[config.mk]
export PLATFORM = sky130hd
export DESIGN_NAME = quad_encoder_array
export DESIGN_NICKNAME = d
export VERILOG_FILES = /design/src/rtl/qenc_pkg.sv /design/src/rtl/qenc_channel.sv /design/src/rtl/quad_encoder_array.sv
export SDC_FILE = /design/constraint.sdc
export NUM_CORES = 1
export LEC_CHECK = 0
export CAP_MARGIN = 40
export CORE_MARGIN = 2
export CORE_UTILIZATION = 43
export DETAILED_ROUTE_END_ITERATION = 8
export SETUP_SLACK_MARGIN = 0.05
export SLEW_MARGIN = 20
export SYNTH_ARGS = -nofsm -noshare
export SYNTH_HDL_FRONTEND = slang
export SYNTH_HIERARCHICAL = 1
export SYNTH_SLANG_ARGS = --single-unit
export TNS_END_PERCENT = 50
[constraint.sdc]
create_clock -name clk -period 2.2 [get_ports clk]
set_clock_uncertainty 0.15 [all_clocks]
set_input_delay 0.44 -clock clk [delete_from_list [all_inputs] [get_ports clk]]
set_output_delay 0.44 -clock clk [all_outputs]
set_load 0.03 [all_outputs]
[src/rtl/qenc_pkg.sv]
// Shared types and default parameters for the quadrature encoder array.
package qenc_pkg;

    typedef enum logic [3:0] {
        IDLE,
        R1,
        R2,
        R3,
        ADD,
        L1,
        L2,
        L3,
        SUB
    } qenc_state_e;

    localparam int NUM_CH_DEF   = 2;
    localparam int POS_W_DEF    = 5;
    localparam int POS_MAX_DEF  = 19;
    localparam int FILT_LEN_DEF = 4;

endpackage

[src/rtl/qenc_channel.sv]
// One quadrature channel: 2-flop synchroniser, optional level filter (QENC_FILTER_EN),
// detent-tracking FSM and wrapping position counter.
module qenc_channel
    import qenc_pkg::*;
#(
    parameter int POS_W    = POS_W_DEF,
    parameter int POS_MAX  = POS_MAX_DEF,
    parameter int FILT_LEN = FILT_LEN_DEF
) (
    input  logic             clk,
    input  logic             rst,
    input  logic             a,
    input  logic             b,
    input  logic             clr,
    output logic [POS_W-1:0] pos,
    output logic             step_up,
    output logic             step_dn,
    output logic             dir,
    output logic             err
);

    if (POS_MAX < 1 || POS_MAX > (2 ** POS_W) - 1 || FILT_LEN < 1) begin : g_bad_param
        $error("qenc_channel: parameter out of range");
    end

    logic a_p0, a_p1, b_p0, b_p1;
    logic a_f, b_f;
    logic a_q, b_q;
    logic illegal;
    qenc_state_e state;

    function automatic qenc_state_e step_fsm(qenc_state_e s, logic av, logic bv);
        qenc_state_e n;
        n = s;
        case (s)
            IDLE:    if (!bv) n = R1; else if (!av) n = L1;
            R1:      if (!av) n = R2; else if (bv) n = IDLE;
            R2:      if (bv)  n = R3; else if (av) n = R1;
            R3:      if (av)  n = ADD; else if (!bv) n = R2;
            L1:      if (!bv) n = L2; else if (av) n = IDLE;
            L2:      if (av)  n = L3; else if (bv) n = L1;
            L3:      if (bv)  n = SUB; else if (!av) n = L2;
            ADD:     n = IDLE;
            SUB:     n = IDLE;
            default: n = IDLE;
        endcase
        return n;
    endfunction

    function automatic logic is_right(qenc_state_e s);
        return s inside {R1, R2, R3, ADD};
    endfunction

    function automatic logic [POS_W-1:0] pos_inc(logic [POS_W-1:0] p);
        return (p == POS_W'(POS_MAX)) ? '0 : p + 1'b1;
    endfunction

    function automatic logic [POS_W-1:0] pos_dec(logic [POS_W-1:0] p);
        return (p == '0) ? POS_W'(POS_MAX) : p - 1'b1;
    endfunction

    // Stage p0/p1: metastability synchroniser, idles at the detent level
    always_ff @(posedge clk or posedge rst) begin
        if (rst) begin
            a_p0 <= 1'b1;
            a_p1 <= 1'b1;
            b_p0 <= 1'b1;
            b_p1 <= 1'b1;
        end else begin
            a_p0 <= a;
            a_p1 <= a_p0;
            b_p0 <= b;
            b_p1 <= b_p0;
        end
    end

`ifdef QENC_FILTER_EN
    localparam int CNT_W = $clog2(FILT_LEN + 1);
    logic [CNT_W-1:0] a_cnt, b_cnt;

    // Filter stage: a new level is taken once it has differed for FILT_LEN samples
    always_ff @(posedge clk or posedge rst) begin
        if (rst) begin
            a_f   <= 1'b1;
            b_f   <= 1'b1;
            a_cnt <= '0;
            b_cnt <= '0;
        end else begin
            if (a_p1 == a_f) begin
                a_cnt <= '0;
            end else if (a_cnt == CNT_W'(FILT_LEN - 1)) begin
                a_f   <= a_p1;
                a_cnt <= '0;
            end else begin
                a_cnt <= a_cnt + 1'b1;
            end
            if (b_p1 == b_f) begin
                b_cnt <= '0;
            end else if (b_cnt == CNT_W'(FILT_LEN - 1)) begin
                b_f   <= b_p1;
                b_cnt <= '0;
            end else begin
                b_cnt <= b_cnt + 1'b1;
            end
        end
    end
`else
    assign a_f = a_p1;
    assign b_f = b_p1;
`endif

    // Gray-code sequences only ever move one phase per sample
    assign illegal = (a_f != a_q) && (b_f != b_q);

    // FSM stage: state, registered pulses and position counter
    always_ff @(posedge clk or posedge rst) begin
        if (rst) begin
            state   <= IDLE;
            a_q     <= 1'b1;
            b_q     <= 1'b1;
            pos     <= '0;
            step_up <= 1'b0;
            step_dn <= 1'b0;
            dir     <= 1'b0;
            err     <= 1'b0;
        end else begin
            a_q     <= a_f;
            b_q     <= b_f;
            step_up <= (state == ADD);
            step_dn <= (state == SUB);
            err     <= illegal;
            if (illegal) begin
                state <= IDLE;
                dir   <= 1'b0;
            end else begin
                state <= step_fsm(state, a_f, b_f);
                dir   <= is_right(step_fsm(state, a_f, b_f));
            end
            if (clr) begin
                pos <= '0;
            end else if (state == ADD) begin
                pos <= pos_inc(pos);
            end else if (state == SUB) begin
                pos <= pos_dec(pos);
            end
        end
    end

endmodule

[src/rtl/quad_encoder_array.sv]
// Array of NUM_CH independent quadrature decoders; build with QENC_FILTER_EN for
// input glitch filtering.
module quad_encoder_array
    import qenc_pkg::*;
#(
    parameter int NUM_CH   = NUM_CH_DEF,
    parameter int POS_W    = POS_W_DEF,
    parameter int POS_MAX  = POS_MAX_DEF,
    parameter int FILT_LEN = FILT_LEN_DEF
) (
    input  logic                    clk,
    input  logic                    BTN,
    input  logic [NUM_CH-1:0]       A,
    input  logic [NUM_CH-1:0]       B,
    input  logic [NUM_CH-1:0]       clr,
    output logic [NUM_CH*POS_W-1:0] pos,
    output logic [NUM_CH-1:0]       step_up,
    output logic [NUM_CH-1:0]       step_dn,
    output logic [NUM_CH-1:0]       dir,
    output logic [NUM_CH-1:0]       err
);

    for (genvar g = 0; g < NUM_CH; g++) begin : g_ch
        qenc_channel #(
            .POS_W   (POS_W),
            .POS_MAX (POS_MAX),
            .FILT_LEN(FILT_LEN)
        ) u_ch (
            .clk    (clk),
            .rst    (BTN),
            .a      (A[g]),
            .b      (B[g]),
            .clr    (clr[g]),
            .pos    (pos[g*POS_W +: POS_W]),
            .step_up(step_up[g]),
            .step_dn(step_dn[g]),
            .dir    (dir[g]),
            .err    (err[g])
        );
    end

endmodule

After elaboration in Yosys (flattened, before gate mapping)
Index checks and enable logic that the tools add are counted.
{ "totals": {"regBits": 38, "input_bits": 8, "out_inout_bits": 18, "wordCells": 114} }
{ "op_classes": {"n_addsub": 4, "n_eq_ne": 30, "n_mux": 46, "reduce_logical": 10} }
{ "op_table": {"columns": ["op", "count"], "rows": [
  ["4-bit two-way mux", 32],
  ["4-bit one-hot mux with 7 select lines", 2],
  ["5-bit two-way mux", 10],
  ["4-bit by 3-bit == test with 1-bit output, second input constant", 10],
  ["4-bit by 2-bit == test with 1-bit output, second input constant", 8],
  ["4-bit by 1-bit == test with 1-bit output, second input constant", 4],
  ["5-bit by 1-bit adder with 5-bit output, second input constant", 2],
  ["5-bit == test, second input constant", 2],
  ["5-bit zero test", 2],
  ["5-bit by 1-bit subtractor with 5-bit output, second input constant", 2],
  ["4-bit == test, second input constant", 2],
  ["4-bit zero test", 2],
  ["4-bit nonzero test", 2],
  ["3-bit nonzero test", 2],
  ["1-bit != test", 4],
  ["1-bit logical AND", 2],
  ["1-bit two-way mux", 2]
]} }

Depth between registers and ports, before layout
Gate-level depths: netlist of the first run.
{ "depth": {"ltp_word": 7, "depth_mapped": 9, "ltp_nobuf": 7} }

Cells and area by module
The synthesis of the first run kept the hierarchy.
{ "modules_own_cells": {"columns": ["mod", "instances", "cells_each", "area_per_inst_um2", "seq_area_each_um2"], "rows": [
  ["qenc_channel at g_ch[1].u_ch", 1, 113, 1086.0, 483.0],
  ["qenc_channel at g_ch[0].u_ch", 1, 109, 1051.0, 483.0]
]} }

Worst setup path after synthesis of the first run
Ideal clock, no wire load.
{ "synth_timing": {"kind": "register to register", "startpoint": "register g_ch[0].u_ch.a_p1", "endpoint": "register g_ch[0].u_ch.dir", "setup_ns": 0.125, "arrival_time_ns": 1.749, "required_time_ns": 1.925, "setup_slack_ns": 0.175, "path_stages_with_launch": 6, "path_buffers": 1, "synth_period_minus_slack_ns": 2.025, "cell_sequence": "dfstp_2 > buf_6 > mux2_4 > a2111o_1 > a21boi_1 > mux2_4"} }
{ "synth_between": {"elab_chain_cells": 7, "elab_cells_between_ends": 21, "cone_classes": "eq/ne (5); mux (14); reduce/logical (2)"} }
{ "synth_rtl": {"columns": ["item", "line_no", "rtl"], "rows": [
  ["start, declared", "qenc_channel.sv:26", "logic a_p0, a_p1, b_p0, b_p1;"],
  ["start signal, assigned", "qenc_channel.sv:71", "a_p1 <= a_p0;"],
  ["4-bit two-way mux, on equally long branches (2 in a row)", null, null],
  ["4-bit one-hot mux with 7 select lines", "qenc_channel.sv:35", "case (s)"],
  ["4-bit two-way mux", "qenc_channel.sv:132", "if (illegal) begin"],
  ["4-bit by 1-bit == test with 1-bit output (tied with other cells)", "qenc_channel.sv:51", "return s inside {R1, R2, R3, ADD};"],
  ["4-bit nonzero test", "qenc_channel.sv:51", null],
  ["1-bit two-way mux *", "qenc_channel.sv:132", null],
  ["end signal, assigned", "qenc_channel.sv:137", "dir <= is_right(step_fsm(state, a_f, b_f));"],
  ["end, declared", "qenc_channel.sv:18", "output logic dir,"]
]} }
Every way passes the cells marked *; elsewhere a longest branch is shown, timed or not. The select of a mux whose other input is x is not followed.
A chain may end at the register's enable or synchronous reset.

Final worst setup path of the first run
{ "layout_timing": {"startpoint": "register g_ch[0].u_ch.pos[4]", "endpoint": "output port pos[4]"} }
{ "layout_lines": {"columns": ["item", "line_no", "rtl"], "rows": [
  ["start, declared", "qenc_channel.sv:15", "output logic [POS_W-1:0] pos,"],
  ["start signal, assigned", "qenc_channel.sv:142", "pos <= pos_inc(pos);"],
  ["start signal, assigned", "qenc_channel.sv:144", "pos <= pos_dec(pos);"],
  ["end, declared", "quad_encoder_array.sv:16", "output logic [NUM_CH*POS_W-1:0] pos,"]
]} }
No word-level cell between the ends.

==> results of run 1 <==
## registers in the layout, summed over array words and instances, names as in the netlist
name and count:
g_ch.u_ch/a_q 2, g_ch.u_ch/b_q 2, g_ch.u_ch/step_up 2, g_ch.u_ch/a_p0 2
g_ch.u_ch/b_f 2, g_ch.u_ch/b_p0 2, g_ch.u_ch/pos 10, g_ch.u_ch/state 8
g_ch.u_ch/dir 2, g_ch.u_ch/step_dn 2, g_ch.u_ch/a_f 2, g_ch.u_ch/err 2
## per-layer routing
layer  vias to the layer above  wire [µm]  track usage, %
met5                         -          0               0
met4                         0         53            6.55
met3                         5        122            3.25
met2                        26       1880            25.3
met1                       791       2190            24.5
li1                        849          -               -
## worst max path at each step
stage                     endpoint
4_1_cts                     pos[0]
3_3_place_gp      g_ch[0].u_ch/dir
6_report                    pos[4]
5_1_grt        g_ch[0].u_ch/pos[3]
3_5_place_dp      g_ch[0].u_ch/dir
2_1_floorplan     g_ch[0].u_ch/dir
## cells by family after synthesis
| group | after synthesis |
|---|---|
| AND/OR/NAND/NOR | 84 |
| AO/OA/AOI/OAI | 60 |
| flip-flops | 38 |
| buffers and inverters | 25 |
| XOR/XNOR | 6 |
| multiplexers | 5 |
| adder cells (fa/ha/maj) | 4 |
## per-stage QoR
stage	utilization, %	power, W	setup WS [ps]	hold WS (ps)
CTS	54.6	0.00309	100	209
global route	54.6	0.00330	74.0	204
finish	54.6	0.00306	132	206
floorplan	-	0.00212	175	195
detailed placement	52.3	0.00249	157	197
global placement	52.3	0.00248	165	196
## synth_stat cells (all sizes together) (5+ instances only)
cell type | count | area (µm²)
dfrtp | 26 | 651
dfstp | 12 | 315
inv | 11 | 41.3
nand2 | 21 | 81.3
a21oi | 19 | 95.1
nand2b | 5 | 31.3
xnor2 | 5 | 43.8
nor3 | 6 | 30.0
nor2b | 11 | 71.3
o21ai | 7 | 35.0
nor2 | 22 | 85.1
buf | 11 | 78.8
## power groups by stage
stage / logic (W) / registers [W] / clock network (W)
after floorplan: 0.000997 / 0.00113 / 0
final: 0.00147 / 0.00100 / 0.000583
after detailed placement: 0.00147 / 0.00102 / 0
after CTS: 0.00148 / 0.00101 / 0.000599
after global placement: 0.00147 / 0.00101 / 0
after global routing: 0.00164 / 0.00103 / 0.000636
## final cells by class
type | count | area (µm²) | area share, %
tap | 67 | 83.8 | 3.23
multi-input combinational | 159 | 1040 | 40.0
sequential | 38 | 966 | 37.2
clock buffer | 5 | 68.8 | 2.65
timing repair buffer | 39 | 358 | 13.8
clock inverter | 3 | 40.0 | 1.54
inverter | 11 | 41.3 | 1.59
## repair_timing
action / in CTS / in global routing
resized for setup: 0 / 1
setup endpoints to repair: 0 / 1
hold endpoints to repair: 0 / 0
hold buffers: 0 / 0
==> results.sh, run 1 <==
export IMPL_fin_crit_ps=2070
export IMPL_placed_area_um2=2490
export IMPL_grt_pass1_wl_mm=7.28
export IMPL_overflow=0
export IMPL_critPathLaunch="g_ch[0].u_ch/pos[4]"
export IMPL_routed_wl_mm=4.25
export IMPL_fill_cells=445
export IMPL_synth_compound_area_share_pct=19.4
export IMPL_min_delay_worst_endpoint="g_ch[0].u_ch/a_f"
export IMPL_reg2reg_setup_slack_ps=150
export IMPL_cts_root_buf="clkbuf_8"
export IMPL_synth_cell_types=58
export IMPL_vias=1671
export IMPL_netSwitchingFraction_pct=39.1
export IMPL_ys_seq_area_share_pct=45.2
export IMPL_synth_top_family_by_area="simple AND/OR/NAND/NOR gates"
export IMPL_numCtsBuffers=5
export IMPL_port_buffer_count=25
export IMPL_drive_above_1_share_pct=18.4
export IMPL_synth_fa_ha_area_share_pct=2.34
export IMPL_arrival_ps=1480
export IMPL_path_clk_slew_ps=80
export IMPL_synth_seq_cells=38
export IMPL_routed_via_density=5.19
export IMPL_h_tree_depth=2
export IMPL_fin_nets=266
export IMPL_reg2reg_from="g_ch[0].u_ch/a_f"
export IMPL_path_buf_inv=1
export IMPL_hp_start="g_ch[0].u_ch/a_p0"
export IMPL_maxCapViolations=0
export IMPL_detail_route_iter0_violations=76
export IMPL_worstSetupStartpointType="flop"
export IMPL_path_class="flop to primary output"
export IMPL_max_vdd_ir_drop_uv=607
export IMPL_end_kind="primary output"
export IMPL_path_cells="clkdlybuf4s50_1"
export IMPL_postCtsSetupBuffers=0
export IMPL_dp_cells=314
export IMPL_wl_per_cell_um=13.2
export IMPL_dp_hpwl_mm=2.98
export IMPL_worstHoldPathCells=0
export IMPL_antenna_found_initial=0
export IMPL_cts_tree="yes"
export IMPL_hold_violations=0
export IMPL_yosysWarnings=6
export IMPL_r2r_end="g_ch[0].u_ch/dir"
export IMPL_rows=25
export IMPL_synth_edf_count=0
export IMPL_dieArea_um2=5550
export IMPL_track_usage_pct=17.0
export IMPL_slew_violations=0
export IMPL_final_cells=322
export IMPL_yosys_area_share_xor_xnor_pct=2.81
export IMPL_min_path_type="flop to flop"
export IMPL_die_h_um=74.5
export IMPL_n_antenna_cell=0
export IMPL_p_seq_share_pct=32.8
export IMPL_area_delta_synth_final_pct=21.5
export IMPL_required_ps=1610
export IMPL_tightest_slew_ps=388
export IMPL_reg2reg_depth=4
export IMPL_synthMuxAreaShare_pct=2.87
export IMPL_synth_simple_area_share_pct=21.2
export IMPL_grt_pass1_vias=1584
export IMPL_fp_dieW_um=74.5
export IMPL_power_switching_w=0.00120
export IMPL_combPwrFrac_pct=48.1
export IMPL_path_max_fanout=8
export IMPL_p_clk_share_pct=19.0
export IMPL_detail_route_first_pass_iterations=4
export IMPL_clock_sinks=38
export IMPL_final_common_cell="dfrtp_1"
export IMPL_fin_setup_tns_ps=0
export IMPL_cp_slowest_stage_delay_ps=720
export IMPL_ios=26
export IMPL_relSlewSlack_pct=74.1
export IMPL_finalSetupViolCount=0
export IMPL_syn_inst=222
export IMPL_finalInstanceArea_um2=2600
export IMPL_status="finished clean"
export IMPL_initial_utilization_pct=44.9
export IMPL_synthesis_nets=234
export IMPL_path_depth=1
export IMPL_fp_coreArea_um2=4750
export IMPL_grt_max_degree=20
export IMPL_synth_area_um2=2140
export IMPL_clock_latency_ps=280
export IMPL_cp_slowest_cell="clkdlybuf4s50_1"
export IMPL_p_leak_nw=1.09
export IMPL_synth_area_per_cell_um2=9.63
export IMPL_rsz0062_at_grt="false"
export IMPL_critPathTopFamily="buffers and inverters"
export IMPL_synthArstFlopShare_pct=100
export IMPL_fin_crit_sh_pct=94.0
export IMPL_internal_power_w=0.00186
export IMPL_power_density_nw_per_um2=1180
export IMPL_antenna_left=0
export IMPL_fmax_mhz=483
export IMPL_drc=0
export IMPL_globalplace_congestion=0.783
export IMPL_ys_flop_type="dfrtp_1"
export IMPL_layout_common_cells="dfrtp_1, clkdlybuf4s50_1, nor2_1"
export IMPL_max_clock_path_buffers=2
(Power assumes the default switching activity.)
==> inputs of run 2 (changes only) <==
--- a/config.mk
+++ b/config.mk
@@ -10,7 +10,6 @@
 export CORE_UTILIZATION = 43
 export DETAILED_ROUTE_END_ITERATION = 8
 export SETUP_SLACK_MARGIN = 0.05
-export SLEW_MARGIN = 20
 export SYNTH_ARGS = -nofsm -noshare
 export SYNTH_HDL_FRONTEND = slang
 export SYNTH_HIERARCHICAL = 1
==> results of run 2 <==
No change in the layout: final DEF, timing and power equal those of run 1.
